==> config.mk <==
export PLATFORM = sky130hd
export DESIGN_NAME = csa_nibble_sequencer
export DESIGN_NICKNAME = d
export VERILOG_FILES = /design/src/rtl/csa_nibble_sequencer.sv
export SDC_FILE = /design/constraint.sdc
export NUM_CORES = 1
export LEC_CHECK = 0
export CAP_MARGIN = 20
export CORE_UTILIZATION = 40
export CTS_CLUSTER_DIAMETER = 50
export DETAILED_ROUTE_END_ITERATION = 10
export PLACE_DENSITY_LB_ADDON = 0.08
export SLEW_MARGIN = 40
export SYNTH_ARGS = -nofsm -noshare
export SYNTH_HDL_FRONTEND = slang
export SYNTH_SLANG_ARGS = --single-unit
==> constraint.sdc <==
create_clock -name clk -period 3.1 [get_ports clk]
set_input_delay 0.31 -clock clk [delete_from_list [all_inputs] [get_ports clk]]
set_output_delay 0.31 -clock clk [all_outputs]
set_load 0.1 [all_outputs]
==> src/rtl/csa_nibble_sequencer.sv <==
// Multi-cycle WIDTH-bit adder built on one shared 4-bit carry-select adder, one nibble per clock, LSB first.
// Optional signed-overflow output is enabled by defining CSA_SEQ_SIGNED_OVF_EN.

module carry_select_adder4bit (
    input  logic [3:0] a,
    input  logic [3:0] b,
    input  logic       cin,
    output logic [3:0] sum,
    output logic       cout
);
    logic [2:0] lo;
    logic [2:0] hi0;
    logic [2:0] hi1;

    // Upper pair is precomputed for both carries and selected by the lower pair's carry.
    assign lo  = {1'b0, a[1:0]} + {1'b0, b[1:0]} + {2'b00, cin};
    assign hi0 = {1'b0, a[3:2]} + {1'b0, b[3:2]};
    assign hi1 = {1'b0, a[3:2]} + {1'b0, b[3:2]} + 3'd1;

    assign sum[1:0]         = lo[1:0];
    assign {cout, sum[3:2]} = lo[2] ? hi1 : hi0;
endmodule

module csa_nibble_sequencer #(
    parameter int WIDTH = 16
) (
    input  logic             clk,
    input  logic             reset_n,
    input  logic             start,
    input  logic [WIDTH-1:0] A,
    input  logic [WIDTH-1:0] B,
    input  logic             Cin,
    output logic             busy,
    output logic             done,
    output logic [WIDTH-1:0] sum,
    output logic             Cout
`ifdef CSA_SEQ_SIGNED_OVF_EN
    ,
    output logic             ovf
`endif
);
    localparam int NIB = WIDTH / 4;
    localparam int CW  = (NIB > 1) ? $clog2(NIB) : 1;

    if ((WIDTH % 4 != 0) || (WIDTH < 4)) begin : g_bad_width
        $error("csa_nibble_sequencer: WIDTH must be a multiple of 4 and >= 4");
    end

    typedef enum logic [1:0] {
        S_IDLE = 2'd0,
        S_RUN  = 2'd1,
        S_DONE = 2'd2
    } state_t;

    state_t           state_q, state_d;
    logic [WIDTH-1:0] a_q, a_d;
    logic [WIDTH-1:0] b_q, b_d;
    logic [WIDTH-1:0] work_q, work_d;
    logic [WIDTH-1:0] sum_q, sum_d;
    logic             carry_q, carry_d;
    logic             cout_q, cout_d;
    logic [CW-1:0]    cnt_q, cnt_d;
`ifdef CSA_SEQ_SIGNED_OVF_EN
    logic             ovf_q, ovf_d;
`endif

    logic [CW+1:0]    shamt;
    logic [WIDTH-1:0] a_shift;
    logic [WIDTH-1:0] b_shift;
    logic [3:0]       nib_sum;
    logic             nib_cout;
    logic             accept;

    assign shamt   = {cnt_q, 2'b00};
    assign a_shift = a_q >> shamt;
    assign b_shift = b_q >> shamt;

    carry_select_adder4bit u_adder (
        .a    (a_shift[3:0]),
        .b    (b_shift[3:0]),
        .cin  (carry_q),
        .sum  (nib_sum),
        .cout (nib_cout)
    );

    always_comb begin
        state_d = state_q;
        a_d     = a_q;
        b_d     = b_q;
        work_d  = work_q;
        sum_d   = sum_q;
        carry_d = carry_q;
        cout_d  = cout_q;
        cnt_d   = cnt_q;
`ifdef CSA_SEQ_SIGNED_OVF_EN
        ovf_d   = ovf_q;
`endif
        accept  = 1'b0;

        case (state_q)
            S_IDLE: accept = start;
            S_DONE: begin
                state_d = S_IDLE;
                accept  = start;
            end
            S_RUN: begin
                work_d  = (work_q & ~(WIDTH'(4'hF) << shamt)) | (WIDTH'(nib_sum) << shamt);
                carry_d = nib_cout;
                if (cnt_q == CW'(NIB - 1)) begin
                    sum_d   = work_d;
                    cout_d  = nib_cout;
`ifdef CSA_SEQ_SIGNED_OVF_EN
                    // Carry into the MSB is recovered from the MSB sum bit and its operand bits.
                    ovf_d   = work_d[WIDTH-1] ^ a_q[WIDTH-1] ^ b_q[WIDTH-1] ^ nib_cout;
`endif
                    state_d = S_DONE;
                end else begin
                    cnt_d = cnt_q + 1'b1;
                end
            end
            default: state_d = S_IDLE;
        endcase

        if (accept) begin
            a_d     = A;
            b_d     = B;
            carry_d = Cin;
            cnt_d   = '0;
            state_d = S_RUN;
        end
    end

    always_ff @(posedge clk) begin
        if (!reset_n) begin
            state_q <= S_IDLE;
            a_q     <= '0;
            b_q     <= '0;
            work_q  <= '0;
            sum_q   <= '0;
            carry_q <= 1'b0;
            cout_q  <= 1'b0;
            cnt_q   <= '0;
`ifdef CSA_SEQ_SIGNED_OVF_EN
            ovf_q   <= 1'b0;
`endif
        end else begin
            state_q <= state_d;
            a_q     <= a_d;
            b_q     <= b_d;
            work_q  <= work_d;
            sum_q   <= sum_d;
            carry_q <= carry_d;
            cout_q  <= cout_d;
            cnt_q   <= cnt_d;
`ifdef CSA_SEQ_SIGNED_OVF_EN
            ovf_q   <= ovf_d;
`endif
        end
    end

    assign busy = (state_q == S_RUN);
    assign done = (state_q == S_DONE);
    assign sum  = sum_q;
    assign Cout = cout_q;
`ifdef CSA_SEQ_SIGNED_OVF_EN
    assign ovf  = ovf_q;
`endif
endmodule

-- Word-level counts from Yosys, hierarchy flattened
Index checks and enable logic that the tools add are counted.
- bits in registers: 70
- input port bits: 36
- logic and storage cells: 45
- add/sub/neg operators: 5
- equality and inequality tests: 6
- shifts and indexed selects: 4
- multiplexer cells: 7
- bitwise gates (word level): 6
- reductions and logical operators: 8
- operator list (cell ; count):
    right shift 16 x 4 -> 4 bit ; 2
    AND 16 bit ; 1
    inverter 16 bit ; 1
    bitwise OR 16 bit ; 1
    << shifter 4 x 4 -> 16 bit ; 1
    << shifter 4 x 4 -> 16 bit, first input constant ; 1
    AND reduction 2 bit ; 4
    adder 2 x 2 -> 3 bit ; 2
    == test 2 bit, second input constant ; 2
    two-way mux 1 bit ; 4
    case mux 2 bit (2 select lines) ; 1
    OR reduction 2 bit ; 2
    adder 3 x 1 -> 3 bit ; 1
    adder 3 x 1 -> 3 bit, second input constant ; 1
    two-way mux 3 bit ; 1
    != test 3 x 1 -> 1 bit, second input constant ; 1
    inverter 1 bit ; 3
    adder 2 x 1 -> 2 bit, second input constant ; 1
    == test 2 x 1 -> 1 bit, second input constant ; 1
    zero test 2 bit ; 1
    two-way mux 2 bit ; 1
    != test 2 x 1 -> 1 bit, second input constant ; 1
    != test 2 bit, second input constant ; 1
    nonzero test 2 bit ; 1

-- Depth between registers and ports, before layout
- depth after elaboration: 6
- gate-level depth with buffers: 12
- gate-level depth less buffers: 9

-- Modules after synthesis
From an unflattened synthesis, not the netlist that was laid out.
- cell total of the unflattened synthesis: 322
- area, all modules: 3029.2 um2
- by module, submodules not included (module ; instances ; cells each ; area an instance (um2) ; seq. area each (um2)):
    csa_nibble_sequencer ; 1 ; 308 ; 2889.0 ; 1321.3
    carry_select_adder4bit ; 1 ; 14 ; 140.1 ; 0.0

-- Worst setup path before layout
No wires, ideal clock.
- kind: register to register
- from: register cnt_q[0]
- to: register sum_q[11] (netlist: sum[11])
- library setup time: 0.122 ns
- data arrival time: 2.782 ns
- slack: 0.196 ns
- stages on the path, launching flop included: 13
- cells stage by stage: dfxtp_1 > buf_4 > buf_6 > mux4_2 > ha_1 > inv_1 > fa_1 > inv_1 > ha_1 > or2_2 > clkbuf_1 > a32oi_1 > a21oi_1
- cells in the longest elaborated chain, start to end: 6
- elaborated cells on any way between the ends: 14
- classes of those cells: add/sub: 4; eq/ne: 1; shift: 4; mux: 1; bitwise: 3; reduce/logical: 1
- RTL lines (what ; line ; source):
    start: declaration ; 62 ; logic [CW-1:0] cnt_q, cnt_d;
    start signal: assignment ; 154 ; cnt_q <= cnt_d;
    right shift 16 x 4 -> 4 bit (on tied branches) ; 75, 76 ;
    adder 2 x 2 -> 3 bit (on tied branches) ; 17, 18, 16 ;
    adder 3 x 1 -> 3 bit (on tied branches) ; 18, 16 ;
    two-way mux 3 bit ; 21 ; assign {cout, sum[3:2]} = lo[2] ? hi1 : hi0;
    << shifter 4 x 4 -> 16 bit ; 107 ; work_d = (work_q & ~(WIDTH'(4'hF) << shamt)) | (WIDTH'(nib_sum) << shamt);
    bitwise OR 16 bit ; 107 ;
    end signal: assignment ; 151 ; sum_q <= sum_d;
    end: declaration ; 59 ; logic [WIDTH-1:0] sum_q, sum_d;
Parallel ways exist; a longest one is shown, timed or not.
A chain may end at the register's enable or synchronous reset.

-- Worst setup path in the final report
Same ends and word-level chain as after synthesis.

==> run_results.csv <==
group,metric,value,unit
floorplanning,die-width,88.1,um
global_route,grt_overflow_total,0,
floorplanning,design.portCount,55,
pwr,p_per_area,513,nW/um^2
synth,ys.flop_type,"sky130_fd_sc_hd__dfxtp_1",
drt,routed_wl,6380,um
clock_network,cts-root-buf,"sky130_fd_sc_hd__clkbuf_8",
synth,syn_area_per_cell,9.05,um^2
floorplanning,std_cell_rows,31,
timing,fin_tns_setup,0,ns
critical_path,timing.setup.critical_path_class,"flop to flop",
clock_network,cts_tree,"built",
floorplanning,die_h,88.1,um
place,buffer_ports.inserted,54,
drt,detail_route.drc_violations,0,
clock_network,tritoncts.num_buffers,9,
synth,synthDominantAreaCellType,"sky130_fd_sc_hd__dfxtp_1",
timing,transition_at_the_pin_with_the_smallest_max_transition_slack,0.565,ns
pwr,p_seq_share,48.5,%
drt,route.detailed.vias_per_inst,4.91,
synth,synth_instances,328,
pwr,power.static_leakage,1.40,nW
clock_network,clkSlewWorstSetupHoldPaths,0.07,ns
global_route,grt_first_pass_wirelength,10600,um
timing,max_clock_freq,351,MHz
critical_path,path_max_fanout,15,
clock_network,clock_tree.htree_level_count,3,
drt,drt-pass1-iter-count,5,
floorplanning,die_area,7770,um^2
clock_network,clock_sinks,66,
timing,maxSlewHeadroom,62.1,%
synth,synth-seq-cells,66,
global_route,gr-usage-all-layers,18.2,%
timing,drv_slew,0,
pwr,intPower,1.42,mW
floorplanning,design.core.area,7210,um^2
job,drv.max_cap_violation_count,0,
pwr,clockPowerShare,38.6,%
global_route,grt_max_degree,42,
run_status,run_status,"complete, no violations",
synth,yosys_warnings,0,
synth,netlist_top_cells_count,"sky130_fd_sc_hd__nand2_1, sky130_fd_sc_hd__dfxtp_1, sky130_fd_sc_hd__a21boi_0",
timing,report.final.setup_viol,0,
critical_path,data_arrival_time_of_the_critical_path,3.05,ns
global_route,first_global_vias,2210,
synth,mappedNetlistArea,2970,um^2
pwr,vdd_ir_drop_max,0.280,mV
synth,synth-async-reset-ratio,0,%
synth,fraction_of_post_synthesis_cell_area_in_the_top_cell_type_by_area,44.5,%
drt,avgRoutedWirePerCell,13.4,um
synth,post_synth_net_total,373,
synth,number_of_flops_mapped_to_enable_cells_by_yosys,0,
place,detailedPlacementHpwl,4470,um
timing,layout_min_cycle_time,2.85,ns
final_layout,drive_above_1_share,14.0,%
critical_path,critical_path_required,3.31,ns
timing,fin_worst_skew,0.00896,ns
global_route,grt_antenna_before_repair,0,
clock_network,clk-insertion-delay-late,0.33,ns
drt,route.vias.total,2342,
hold_path,hold_class,"flop to flop",
final_layout,n_fill_cell,752,
critical_path,setup.worst_path.start_class,"flop",
clock_network,cts.repair.resized,0,
final_layout,num_antenna_cells,0,
drt,drt-initial-drc-count,72,
timing,hold-worst-slack,0.450,ns
synth,synth-seq-area-share,44.5,%
final_layout,finish.net_count,418,
final_layout,multi_input_area,1450,um^2
pwr,p_sw,0.460,mW
final_layout,register_area,1320,um^2
pwr,share_comb_of_total_power,13.0,%
synth,post_synth_num_cell_types,35,
clock_network,cts_hold_fix_bufs,0,
clock_network,cts-root-to-sink-buffers,2,
timing,hold_violations,0,
floorplanning,starting_density_of_the_core,41.1,%
timing,layout_worst_path_cycle_share,91.8,%
timing,grt_setup_unrepaired,"false",
place,place.gp.congestion,0.759,
pwr,switching_share,24.5,%
synth,synth.most_common_cell,"sky130_fd_sc_hd__nand2_1",
final_layout,area.growth.synth_to_final,23.3,%
critical_path,setup.worst_path.end_class,"flop",
clock_network,post-cts-setup-buffer-count,0,
drt,route.antenna.remaining_nets,0,
synth,synth_area_leaders,"sky130_fd_sc_hd__dfxtp_1, sky130_fd_sc_hd__nand2_1, sky130_fd_sc_hd__a21boi_0",
logic make-up after synthesis:
| kind of cell | after synthesis | synth area share [%] |
|---|---|---|
| simple gates | 109 | 16.6 |
| compound gates | 91 | 20.4 |
| flops | 66 | 44.5 |
| buf+inv | 41 | 6.66 |
| mux | 9 | 6.41 |
| fa+ha+maj | 9 | 4.55 |
| xor+xnor | 3 | 0.885 |
registers in the layout, indices dropped and copies added (netlist names):
signal / count
carry_q: 1
work_q: 12
sum: 16
cnt_q: 2
b_q: 16
a_q: 16
Cout: 1
state_q: 2
stage by stage:
stage / utilization, % / area, um^2 / power [mW] / setup slack (ns) / cells
after floorplan: - / 2970 / 1.09 / 0.196 / 328
after global placement: 49.0 / 3540 / 1.17 / 0.309 / 461
after detailed placement: 48.0 / 3460 / 1.17 / 0.259 / 461
after CTS: 50.7 / 3660 / 1.90 / 0.232 / 477
after global routing: 50.7 / 3660 / 1.97 / 0.0738 / 477
final: 50.7 / 3660 / 1.88 / 0.255 / 477
power groups by stage:
stage / Combinational (mW) / Clock [mW] / Sequential [mW]
floorplan: 0.170 / 0 / 0.919
global placement: 0.242 / 0 / 0.929
detailed placement: 0.245 / 0 / 0.929
CTS: 0.246 / 0.749 / 0.909
global route: 0.273 / 0.785 / 0.914
finish: 0.243 / 0.723 / 0.909
final cells by class:
| class | instances | share of cell area, % |
|---|---|---|
| multi-input combinational | 221 | 39.7 |
| sequential | 66 | 36.1 |
| timing repair buffer | 62 | 14.1 |
| clock buffer | 14 | 4.44 |
| tap | 99 | 3.38 |
| inverter | 13 | 1.33 |
| clock inverter | 2 | 0.957 |
worst max-delay path, cell delays in order (launching register included):
cell and delay (ns):
sky130_fd_sc_hd__dfxtp_1 0.43, sky130_fd_sc_hd__buf_4 0.28, sky130_fd_sc_hd__mux4_2 0.52, sky130_fd_sc_hd__inv_1 0.09, sky130_fd_sc_hd__fa_1 0.41, sky130_fd_sc_hd__inv_1 0.08
sky130_fd_sc_hd__ha_1 0.22, sky130_fd_sc_hd__or2_2 0.37, sky130_fd_sc_hd__a32oi_1 0.23, sky130_fd_sc_hd__a21oi_1 0.09
routing by layer:
metal	track usage, %	wire length [um]	up-vias
met3	5.37	251	9
li1	-	-	1213
met2	28.7	2920	41
met5	0	0	-
met4	7.18	112	0
met1	23.5	3090	1079
placed cells by master (no fill, tap or decap), drive strengths merged, types with 13 or more instances in the layout:
cell,instances
inv,13
clkdlybuf4s50,35
clkbuf,14
buf,27
dfxtp,66
o21ai,21
nand2,74
a21boi,37
a21oi,15
final timing paths:
| path | startpoint | endpoint | slack [ns] | cells after the start |
|---|---|---|---|---|
| worst min register to register | sum[13] | sum[13] | 0.45 | 2 |
| worst max-delay path | cnt_q[0] | sum[11] | 0.25 | 9 |
| worst min-delay path | sum[13] | sum[13] | 0.45 | 2 |
| worst max register to register | cnt_q[0] | sum[11] | 0.25 | 9 |
No activity file was read; power rests on OpenSTA's default activity.
